`src/rtl/note_sequencer_pkg.sv`:
```
// ---------------------------------------------------------------------------
// note_sequencer_pkg
// Shared definitions for the note sequencer: frequency/score widths, the
// comparator score codes and the sequencer state encoding.
// ---------------------------------------------------------------------------
package note_sequencer_pkg;

  // Frequency width in Hz, shared with the scoring comparator
  localparam int FREQ_W  = 15;
  localparam int SCORE_W = 4;

  // Comparator score codes
  localparam logic [SCORE_W-1:0] SCORE_MISS    = 4'd0;
  localparam logic [SCORE_W-1:0] SCORE_FAIR    = 4'd5;
  localparam logic [SCORE_W-1:0] SCORE_GOOD    = 4'd7;
  localparam logic [SCORE_W-1:0] SCORE_PERFECT = 4'd10;
  localparam logic [SCORE_W-1:0] MAX_SCORE     = SCORE_PERFECT;

  typedef enum logic [2:0] {
    ST_IDLE       = 3'd0,
    ST_FETCH      = 3'd1,
    ST_CHECK      = 3'd2,
    ST_PRESENT    = 3'd3,
    ST_WAIT_SCORE = 3'd4,
    ST_NEXT       = 3'd5,
    ST_FINISH     = 3'd6
  } state_e;

  // A reference frequency of zero marks a rest
  function automatic logic is_rest(input logic [FREQ_W-1:0] f);
    return (f == {FREQ_W{1'b0}});
  endfunction

endpackage

```
`src/rtl/note_sequencer_freq_fifo.sv`:
```
// ---------------------------------------------------------------------------
// freq_fifo
// Synchronous FIFO for sung frequencies. Data at the head is visible on
// o_data while not empty (fall-through read). A push while full is dropped
// and sets the sticky o_overflow flag unless a pop frees a slot in the same
// cycle.
// Ports:
//   i_clk, i_rst_n  clock, async active-low reset
//   i_push, i_data  write strobe and data
//   i_pop           remove head entry (ignored when empty)
//   i_clr_ovf       clear sticky overflow
//   o_data          head entry
//   o_empty         no entries
//   o_overflow      sticky: a sample was dropped
// ---------------------------------------------------------------------------
module freq_fifo #(
  parameter int WIDTH = 15,
  parameter int AW    = 3
) (
  input  logic             i_clk,
  input  logic             i_rst_n,
  input  logic             i_push,
  input  logic [WIDTH-1:0] i_data,
  input  logic             i_pop,
  input  logic             i_clr_ovf,
  output logic [WIDTH-1:0] o_data,
  output logic             o_empty,
  output logic             o_overflow
);

  localparam int DEPTH = 1 << AW;

  logic [WIDTH-1:0] r_mem [DEPTH];
  logic [AW-1:0]    r_wr_ptr;
  logic [AW-1:0]    r_rd_ptr;
  logic [AW:0]      r_count;
  logic             w_full;
  logic             w_do_pop;
  logic             w_do_push;
  logic             w_drop;

  assign w_full    = (r_count == (AW+1)'(DEPTH));
  assign o_empty   = (r_count == (AW+1)'(0));
  assign w_do_pop  = i_pop && !o_empty;
  // A simultaneous pop frees the slot, so a push while full still succeeds
  assign w_do_push = i_push && (!w_full || w_do_pop);
  assign w_drop    = i_push && w_full && !w_do_pop;
  assign o_data    = r_mem[r_rd_ptr];

  // Storage array write port
  always_ff @(posedge i_clk) begin
    if (w_do_push) begin
      r_mem[r_wr_ptr] <= i_data;
    end
  end

  // Pointers, occupancy and sticky overflow flag
  always_ff @(posedge i_clk or negedge i_rst_n) begin
    if (!i_rst_n) begin
      r_wr_ptr   <= '0;
      r_rd_ptr   <= '0;
      r_count    <= '0;
      o_overflow <= 1'b0;
    end else begin
      if (w_do_push) r_wr_ptr <= r_wr_ptr + AW'(1);
      if (w_do_pop)  r_rd_ptr <= r_rd_ptr + AW'(1);
      case ({w_do_push, w_do_pop})
        2'b10:   r_count <= r_count + (AW+1)'(1);
        2'b01:   r_count <= r_count - (AW+1)'(1);
        default: r_count <= r_count;
      endcase
      // A drop in the same cycle as a clear wins so no drop is ever lost
      if (w_drop)         o_overflow <= 1'b1;
      else if (i_clr_ovf) o_overflow <= 1'b0;
      else                o_overflow <= o_overflow;
    end
  end

endmodule

```
`src/rtl/note_sequencer.sv`:
```
// ---------------------------------------------------------------------------
// note_sequencer
// Streams reference/sung frequency pairs to the scoring comparator and
// accumulates the per-note scores. The reference melody sits in an internal
// RAM written by the host while idle; sung pitches are buffered in a FIFO.
// Ports:
//   i_clk, i_rst_n                       clock, async active-low reset
//   i_ref_wr_en/_addr/_data              host reference RAM write (IDLE only)
//   i_song_len, i_play                   song length and start pulse
//   i_sung_valid, i_sung_freq_in         pitch detector samples
//   o_start, o_ref_freq, o_sung_freq     pair presented to comparator
//   i_rd_en, i_score_ready, i_score      comparator handshake and result
//   o_total_score, o_notes_scored,
//   o_last_score                         accumulated results
//   o_busy, o_done                       status; done is a one-cycle pulse
//   o_overflow, o_timeout_err            sticky error flags (cleared on play)
// ---------------------------------------------------------------------------
module note_sequencer
  import note_sequencer_pkg::*;
#(
  parameter int ADDR_W      = 6,
  parameter int FIFO_AW     = 3,
  parameter int ACK_TIMEOUT = 255
) (
  input  logic                i_clk,
  input  logic                i_rst_n,
  input  logic                i_ref_wr_en,
  input  logic [ADDR_W-1:0]   i_ref_wr_addr,
  input  logic [FREQ_W-1:0]   i_ref_wr_data,
  input  logic [ADDR_W:0]     i_song_len,
  input  logic                i_play,
  input  logic                i_sung_valid,
  input  logic [FREQ_W-1:0]   i_sung_freq_in,
  output logic                o_start,
  output logic [FREQ_W-1:0]   o_ref_freq,
  output logic [FREQ_W-1:0]   o_sung_freq,
  input  logic                i_rd_en,
  input  logic                i_score_ready,
  input  logic [SCORE_W-1:0]  i_score,
  output logic [ADDR_W+3:0]   o_total_score,
  output logic [ADDR_W:0]     o_notes_scored,
  output logic [SCORE_W-1:0]  o_last_score,
  output logic                o_busy,
  output logic                o_done,
  output logic                o_overflow,
  output logic                o_timeout_err
);

  localparam int TMO_W = $clog2(ACK_TIMEOUT + 1);

  state_e              r_state;
  state_e              w_next_state;
  logic [FREQ_W-1:0]   r_ref_mem [2**ADDR_W];
  logic [ADDR_W:0]     r_song_len;
  logic [ADDR_W:0]     r_idx;
  logic [ADDR_W:0]     w_idx_inc;
  logic [TMO_W-1:0]    r_tmo_cnt;
  logic                w_tmo_expired;
  logic                w_play_go;
  logic                w_pop;
  logic                w_take_score;
  logic                w_tmo_hit;
  logic [FREQ_W-1:0]   w_fifo_data;
  logic                w_fifo_empty;

  assign w_idx_inc     = r_idx + (ADDR_W+1)'(1);
  assign w_tmo_expired = (r_tmo_cnt == TMO_W'(ACK_TIMEOUT - 1));

  freq_fifo #(
    .WIDTH (FREQ_W),
    .AW    (FIFO_AW)
  ) u_fifo (
    .i_clk      (i_clk),
    .i_rst_n    (i_rst_n),
    .i_push     (i_sung_valid),
    .i_data     (i_sung_freq_in),
    .i_pop      (w_pop),
    .i_clr_ovf  (w_play_go),
    .o_data     (w_fifo_data),
    .o_empty    (w_fifo_empty),
    .o_overflow (o_overflow)
  );

  // Reference melody RAM, writable by the host only while idle
  always_ff @(posedge i_clk) begin
    if (i_ref_wr_en && (r_state == ST_IDLE)) begin
      r_ref_mem[i_ref_wr_addr] <= i_ref_wr_data;
    end
  end

  // FSM state register
  always_ff @(posedge i_clk or negedge i_rst_n) begin
    if (!i_rst_n) r_state <= ST_IDLE;
    else          r_state <= w_next_state;
  end

  // FSM next-state and datapath control strobes
  always_comb begin
    w_next_state = r_state;
    w_play_go    = 1'b0;
    w_pop        = 1'b0;
    w_take_score = 1'b0;
    w_tmo_hit    = 1'b0;
    case (r_state)
      ST_IDLE: begin
        if (i_play) begin
          w_play_go    = 1'b1;
          w_next_state = (i_song_len == (ADDR_W+1)'(0)) ? ST_FINISH : ST_FETCH;
        end else begin
          w_next_state = ST_IDLE;
        end
      end
      ST_FETCH: begin
        if (!w_fifo_empty) begin
          w_pop        = 1'b1;
          w_next_state = ST_CHECK;
        end else begin
          w_next_state = ST_FETCH;
        end
      end
      ST_CHECK: begin
        if (is_rest(o_ref_freq)) w_next_state = ST_NEXT;
        else                     w_next_state = ST_PRESENT;
      end
      ST_PRESENT: begin
        if (i_rd_en) begin
          w_next_state = ST_WAIT_SCORE;
        end else if (w_tmo_expired) begin
          w_tmo_hit    = 1'b1;
          w_next_state = ST_FINISH;
        end else begin
          w_next_state = ST_PRESENT;
        end
      end
      ST_WAIT_SCORE: begin
        if (i_score_ready) begin
          w_take_score = 1'b1;
          w_next_state = ST_NEXT;
        end else if (w_tmo_expired) begin
          w_tmo_hit    = 1'b1;
          w_next_state = ST_FINISH;
        end else begin
          w_next_state = ST_WAIT_SCORE;
        end
      end
      ST_NEXT: begin
        if (w_idx_inc == r_song_len) w_next_state = ST_FINISH;
        else                         w_next_state = ST_FETCH;
      end
      ST_FINISH: w_next_state = ST_IDLE;
      default:   w_next_state = ST_IDLE;
    endcase
  end

  // Handshake timeout counter: restarts whenever PRESENT or WAIT_SCORE is entered
  always_ff @(posedge i_clk or negedge i_rst_n) begin
    if (!i_rst_n) begin
      r_tmo_cnt <= '0;
    end else if (w_next_state != r_state) begin
      r_tmo_cnt <= '0;
    end else if ((r_state == ST_PRESENT) || (r_state == ST_WAIT_SCORE)) begin
      r_tmo_cnt <= r_tmo_cnt + TMO_W'(1);
    end else begin
      r_tmo_cnt <= '0;
    end
  end

  // Song bookkeeping, comparator operands and accumulated results
  always_ff @(posedge i_clk or negedge i_rst_n) begin
    if (!i_rst_n) begin
      r_song_len     <= '0;
      r_idx          <= '0;
      o_ref_freq     <= '0;
      o_sung_freq    <= '0;
      o_total_score  <= '0;
      o_notes_scored <= '0;
      o_last_score   <= '0;
      o_timeout_err  <= 1'b0;
    end else begin
      if (w_play_go) begin
        r_song_len     <= i_song_len;
        r_idx          <= '0;
        o_total_score  <= '0;
        o_notes_scored <= '0;
        o_last_score   <= '0;
        o_timeout_err  <= 1'b0;
      end
      if (r_state == ST_NEXT) r_idx <= w_idx_inc;
      // Synchronous RAM read lines up with the FIFO pop
      if (w_pop) begin
        o_sung_freq <= w_fifo_data;
        o_ref_freq  <= r_ref_mem[r_idx[ADDR_W-1:0]];
      end
      if (w_take_score) begin
        o_total_score  <= o_total_score + {{ADDR_W{1'b0}}, i_score};
        o_notes_scored <= o_notes_scored + (ADDR_W+1)'(1);
        o_last_score   <= i_score;
      end
      if (w_tmo_hit) o_timeout_err <= 1'b1;
    end
  end

  // Status outputs registered from the next state so they track the state exactly
  always_ff @(posedge i_clk or negedge i_rst_n) begin
    if (!i_rst_n) begin
      o_start <= 1'b0;
      o_busy  <= 1'b0;
      o_done  <= 1'b0;
    end else begin
      o_start <= (w_next_state == ST_PRESENT);
      o_busy  <= (w_next_state != ST_IDLE);
      o_done  <= (w_next_state == ST_FINISH);
    end
  end

endmodule

```
`config.mk`:
```
export PLATFORM = sky130hd
export DESIGN_NAME = note_sequencer
export DESIGN_NICKNAME = d
export VERILOG_FILES = /design/src/rtl/note_sequencer_pkg.sv /design/src/rtl/note_sequencer_freq_fifo.sv /design/src/rtl/note_sequencer.sv
export SDC_FILE = /design/constraint.sdc
export NUM_CORES = 1
export LEC_CHECK = 0
export CAP_MARGIN = 20
export CORE_UTILIZATION = 35
export DETAILED_ROUTE_END_ITERATION = 10
export GPL_ROUTABILITY_DRIVEN = 0
export SYNTH_ARGS = -nofsm -noshare
export SYNTH_HDL_FRONTEND = slang
export SYNTH_SLANG_ARGS = --single-unit
```
`constraint.sdc`:
```
create_clock -name i_clk -period 6.8 [get_ports i_clk]
set_input_delay 2.04 -clock i_clk [delete_from_list [all_inputs] [get_ports i_clk]]
set_output_delay 2.04 -clock i_clk [all_outputs]
set_load 0.05 [all_outputs]
```
==> results.toml, run 1 <==
[run_status]
status = "finished clean"

[layout]
drive_gt1_share_pct = 21.8
syn_to_final_growth_pct = 15.8
design_area_um2 = 52700
multi_input_area_um2 = 10200
seq_area_um2 = 34700
fin_cells = 4275
fin_util_pct = 41.1
fin_nets = 2512
fill_cells = 11100

[clock_network]
hold_buffers = 0
clkTransAtPathRegs_ps = 60
clockRootBuffer = "clkbuf_16"
worstSkewPairLatency_ps = 700
cts_num_sinks = 1171
htreeDepth = 3
max-clock-path-buffers = 3
post-cts-setup-buffers = 0
cts-resized-gates = 0
cts_tree = "yes"
cts_buffers = 116

[timing]
setup_viol = 0
slew_headroom_pct = 28.1
worst_clock_skew_ps = 24.6
rsz0062_at_grt = "false"
setup_tns_ps = 0
worstMarginPinSlew_ps = 1080
period_minus_slack_ps = 4320
fmax_mhz = 231
hold_violations = 0
finalMaxSlewViolations = 0
period_share_pct = 63.6

[synthesis]
synth_area_um2 = 45500
yosysTopAreaCellShare_pct = 71.3
seq_area_frac_synth_pct = 76.3
synth_cell_types = 50
synth_nets = 2297
ys_async_sr_fraction_pct = 7.77
synth_seq_cells = 1171
synth_ff_type = "edfxtp_1"
synth_top_area_cell = "edfxtp_1"
synthCells = 2228
ys_warn_count = 0
synth-edff-count = 1080
netlist_top_cells_area = "edfxtp_1 (71%), mux4_2 (12%), dfrtp_1 (5.0%)"
avgSynthCellArea_um2 = 20.4

[power_and_ir_drop]
fin_total_pwr_mw = 18.8
peakVddDrop_v = 0.000442
leakage_nw = 16.5
sw_frac_of_total_pct = 29.0
internal_power_mw = 13.3
power_density_nw_per_um2 = 356
switching_power_mw = 5.43
power_frac_clock_pct = 32.7
p_seq_share_pct = 46.1
power_frac_comb_pct = 21.1

[die]
dieArea_um2 = 131000
die_y_um = 362
core.rowCount = 131
fp.dieW_um = 362
core-area_um2 = 128000
ios = 110
start_util_pct = 35.5

[detailed_routing]
drt_iter0_drc = 2572
drc = 0
wire_per_inst_um = 25.3
vias = 22600
ant_nets = 0
viasPerCell = 5.29
first_pass_iters = 7
finalWirelength_um = 108000

[run]
maxCapViolCount = 0

[worst_setup_path]
crit_cells = 6
path_buf_inv = 2
end_kind = "flip-flop"
rr_worst_depth = 6
required_ps = 7200
critical_path_arrival_ps = 4730
worst_path_max_delay_cell = "nor2_1"
path_cells = "clkdlybuf4s50_1 -> nand2_1 -> nor2_1 -> nand2_1 -> nor2_1 -> buf_4"
critical_path_class = "primary input to flip-flop"
startpoint_type = "primary input"
critPathTopFamily = "simple AND/OR/NAND/NOR gates"
critPathMaxStageDelay_ps = 710
critPathMaxFanout = 8

[global_routing]
grt-ovfl-total = 0
grt_max_degree = 93
grt_antenna_before_repair = 4
grt_pass1_vias = 23100
track_usage_pct = 16.4
grt_pass1_wl_um = 158000

[placed_design]
place_area_um2 = 48900
place_hpwl_um = 65100
numPortBuffers = 109
place_inst = 4044

[worst_hold_path]
hp-class = "flip-flop to flip-flop"
hold_path_depth = 2
[path summary, 6_finish.rpt]
path,slack (ps),to,startpoint
setup reg to reg,2990,o_ref_freq[13],r_idx[0]
min in group asynchronous,1350,o_busy,i_rst_n
setup / recovery,2480,r_ref_mem[34][3],i_ref_wr_en
max in group asynchronous,4230,r_idx[1],i_rst_n
hold / removal,490,u_fifo.o_overflow,u_fifo.o_overflow
hold reg to reg,490,u_fifo.o_overflow,u_fifo.o_overflow
[layer usage]
| metal | vias to the layer above | track usage [%] | part of all wire [%] |
|---|---|---|---|
| met2 | 901 | 25.3 | 46 |
| met5 | - | 0 | 0.0074 |
| met4 | 2 | 5.15 | 2.9 |
| met1 | 11900 | 23.3 | 44 |
| li1 | 9593 | - | - |
| met3 | 180 | 3.23 | 7.2 |
[stage by stage]
stage / hold WS [ps] / setup slack, ps
5_1_grt: 503 / 2380
6_report: 490 / 2480
4_1_cts: 496 / 2220
3_5_place_dp: 485 / 1470
2_1_floorplan: 474 / 2120
3_3_place_gp: 476 / 1620
[logic make-up (layout without fill, tap and decap cells)]
logic type      Yosys count  count (layout)  synth area share (%)
fa+ha+maj                15              15                 0.446
xor+xnor                 25              25                 0.481
simple gates            294             294                  2.89
other cells               0               1                     0
flops                  1171            1171                  76.3
mux                     389             389                  15.6
buf+inv                 125             442                  1.30
compound gates          209             209                  2.92
[placed cells by master (no fill, tap or decap), drive strengths merged, types with 8 or more instances in the layout]
cell / Yosys / layout
clkbuf: 55 / 155
nor2b: 24 / 24
mux4: 255 / 255
clkinv: 0 / 47
o22ai: 15 / 15
edfxtp: 1080 / 1080
o32ai: 15 / 15
nor3: 8 / 8
inv: 11 / 16
a22o: 8 / 8
nand3: 17 / 17
xor2: 13 / 13
a31oi: 20 / 20
xnor2: 12 / 12
nor2: 138 / 138
a21oi: 69 / 69
dfrtp: 91 / 91
mux2i: 126 / 126
ha: 13 / 13
mux2: 8 / 8
o21ai: 24 / 24
a22oi: 45 / 45
nor4: 8 / 8
buf: 59 / 118
clkdlybuf4s50: 0 / 93
nand2: 66 / 66
[sequential cells by signal, summed over array words and instances, names as in the netlist, 4 cells and up]
| name | count |
|---|---|
| r_ref_mem | 960 |
| u_fifo.r_mem | 120 |
| o_ref_freq | 15 |
| o_sung_freq | 15 |
| o_total_score | 10 |
| r_tmo_cnt | 8 |
| o_notes_scored | 7 |
| r_idx | 7 |
| r_song_len | 7 |
| o_last_score | 4 |
| u_fifo.r_count | 4 |
[synth_stat cells, types with 9 or more instances]
| master | n |
|---|---|
| dfrtp_1 | 91 |
| nor2_1 | 138 |
| ha_1 | 13 |
| xnor2_1 | 12 |
| clkbuf_1 | 55 |
| mux4_2 | 250 |
| nor2b_1 | 24 |
| a22oi_1 | 45 |
| buf_1 | 13 |
| o21ai_0 | 23 |
| edfxtp_1 | 1080 |
| buf_2 | 31 |
| o32ai_1 | 15 |
| inv_1 | 11 |
| mux2i_1 | 126 |
| nand2_1 | 66 |
| o22ai_1 | 15 |
| a21oi_1 | 69 |
| nand3_1 | 17 |
| buf_4 | 9 |
| a31oi_1 | 20 |
| xor2_1 | 13 |
[power groups by stage]
stage          sequential, mW  combinational (mW)  clock [mW]
2_1_floorplan            8.93                2.38           0
3_3_place_gp             8.80                3.88           0
3_5_place_dp             8.82                3.93           0
4_1_cts                  8.67                3.95        6.26
5_1_grt                  8.69                4.20        6.55
6_report                 8.65                3.96        6.14
[worst min-delay path, cell delays in order (launching register included)]
cell	delay (ps)
dfrtp_1	350
nand2_1	50
o21ai_0	60
[layout make-up]
class                   instances  area share, %
diodes                          1        0.00475
clock buffers                 155           5.94
clock inverters                65          0.979
inverters                      11         0.0784
multi-input cells             932           19.4
flip-flops and latches       1171           65.9
well taps                    1729           4.11
repair buffers                211           3.57
Note: power is estimated with default switching activity, not from simulation.
==> run 2: changes to the inputs <==
==> constraint.sdc (replaced) <==
create_clock -name i_clk -period 4 [get_ports i_clk]
set_input_delay 1.2 -clock i_clk [delete_from_list [all_inputs] [get_ports i_clk]]
set_output_delay 1.2 -clock i_clk [all_outputs]
set_load 0.05 [all_outputs]
==> run 2 against run 1 <==
Compared with the run above: global-route usage grew 0.18 points; first-iteration DRC count shrank 2.4%; clock-buffer cell count shrank 6; die area is the same; critical path depth shrank 5; combinational power grew 72%; non-clock buffer count grew 34; via count grew 0.51%; flip-flop and latch count is the same; sequential share of layout area shrank 0.32 points; routed wire length grew 0.50%; worst hold slack gained 1.6 ps; largest cell class unchanged; largest power group unchanged; highest routed layer is now met4.
==> results.toml, run 2 (synthesized netlist as in run 1, its figures left out) <==
[power_and_ir_drop]
power_frac_clock_pct = 32.3
switching_power_mw = 9.14
sw_frac_of_total_pct = 28.8
power_density_nw_per_um2 = 599
peakVddDrop_v = 0.000524
power_frac_comb_pct = 21.5
internal_power_mw = 22.6
leakage_nw = 16.6
p_seq_share_pct = 46.2
fin_total_pwr_mw = 31.7

[layout]
largest-register = "r_ref_mem"
final_cell_mix = "edfxtp_1 (1080), mux4_2 (250), nor2_1 (137)"
reg_top3 = "r_ref_mem (960), u_fifo.r_mem (120)"
drive_gt1_share_pct = 22.6
syn_to_final_growth_pct = 16.4
fin_util_pct = 41.3
fin_nets = 2543
largest_reg_flops = 960
fill_cells = 11200
design_area_um2 = 52900
layout_commonest_cell = "edfxtp_1"

[detailed_routing]
viasPerCell = 5.28
ant_nets = 0
drt_iter0_drc = 2510
finalWirelength_um = 109000
vias = 22700
drc = 0
wire_per_inst_um = 25.3
first_pass_iters = 5

[timing]
setup_viol = 0
hold_slack_ps = 492
period_minus_slack_ps = 3350
fmax_mhz = 298
setup_tns_ps = 0
slew_headroom_pct = 25.3
finalMaxSlewViolations = 0
rsz0062_at_grt = "false"
hold_violations = 0
worstMarginPinSlew_ps = 1120
worst_clock_skew_ps = 37.7
period_share_pct = 83.9

[clock_network]
cts_num_sinks = 1171
clockRootBuffer = "clkbuf_16"
max-clock-path-buffers = 3
hold_buffers = 0
cts-resized-gates = 0
post-cts-setup-buffers = 0
cts_tree = "yes"
clkTransAtPathRegs_ps = 70
htreeDepth = 3
worstSkewPairLatency_ps = 720
cts_buffers = 113

[worst_setup_path]
end_kind = "output pin"
critPathTopFamily = "buffers and inverters"
critPathMaxFanout = 3
path_cells = "clkdlybuf4s50_1"
worst_path_max_delay_cell = "clkdlybuf4s50_1"
startpoint_type = "flip-flop"
critPathMaxStageDelay_ps = 880
required_ps = 2800
critical_path_arrival_ps = 2150
path_buf_inv = 1
critical_path_class = "flip-flop to output pin"

[run_status]
status = "finished clean"

[die]
fp.dieW_um = 362
dieArea_um2 = 131000
core-area_um2 = 128000
die_y_um = 362
start_util_pct = 35.5
core.rowCount = 131
ios = 110

[run]
maxCapViolCount = 0

[global_routing]
grt_pass1_wl_um = 159000
grt_max_degree = 75
grt-ovfl-total = 0
grt_antenna_before_repair = 4
grt_pass1_vias = 23400
track_usage_pct = 16.6

[worst_hold_path]
hp-class = "flip-flop to flip-flop"

[placed_design]
place_hpwl_um = 66400
numPortBuffers = 109
place_area_um2 = 49300
-- run 2: through the flow --
| step | worst slack [ps] | std cells |
|---|---|---|
| final | 646 | 4299 |
| after global routing | 580 | 4296 |
| after CTS | 629 | 4292 |
| after detailed placement | 418 | 4084 |
| after global placement | 446 | 4084 |
| after floorplan | 159 | 2228 |
-- run 2: metal layers --
layer / routed length [um] / track usage [%] / vias up
li1: - / - / 9647
met1: 47300 / 23.5 / 12000
met2: 49600 / 25.3 / 952
met3: 8850 / 4.06 / 158
met4: 2910 / 4.58 / 0
met5: 0 / 0 / -
-- run 2: power by group through the flow --
| stage | combinational (mW) | clock, mW | sequential, mW |
|---|---|---|---|
| final | 6.81 | 10.2 | 14.7 |
| after global routing | 7.26 | 10.9 | 14.7 |
| after CTS | 6.80 | 10.4 | 14.7 |
| after detailed placement | 6.76 | 0 | 15.0 |
| after global placement | 6.68 | 0 | 14.9 |
| after floorplan | 4.04 | 0 | 15.2 |
-- run 2: cell type report --
cell class / instances / area, um^2 / share of cell area, %
Clock inverter: 59 / 517 / 0.976
Multi-Input combinational cell: 932 / 10200 / 19.3
Tap cell: 1729 / 2160 / 4.09
Clock buffer: 149 / 3030 / 5.73
Antenna cell: 3 / 7.51 / 0.0142
Sequential cell: 1171 / 34700 / 65.6
Inverter: 11 / 41.3 / 0.0780
Timing Repair Buffer: 245 / 2230 / 4.21
-- run 2: final timing paths --
check	from	end	slack [ps]	cells past startpoint
max	o_ref_freq[11]	o_ref_freq[11]	650	1
min	u_fifo.o_overflow	u_fifo.o_overflow	490	2
max in group asynchronous	i_rst_n	r_idx[0]	2610	2
min in group asynchronous	i_rst_n	o_notes_scored[4]	540	1
min reg2reg	u_fifo.o_overflow	u_fifo.o_overflow	490	2
max reg2reg	r_state[0]	r_ref_mem[61][6]	670	5
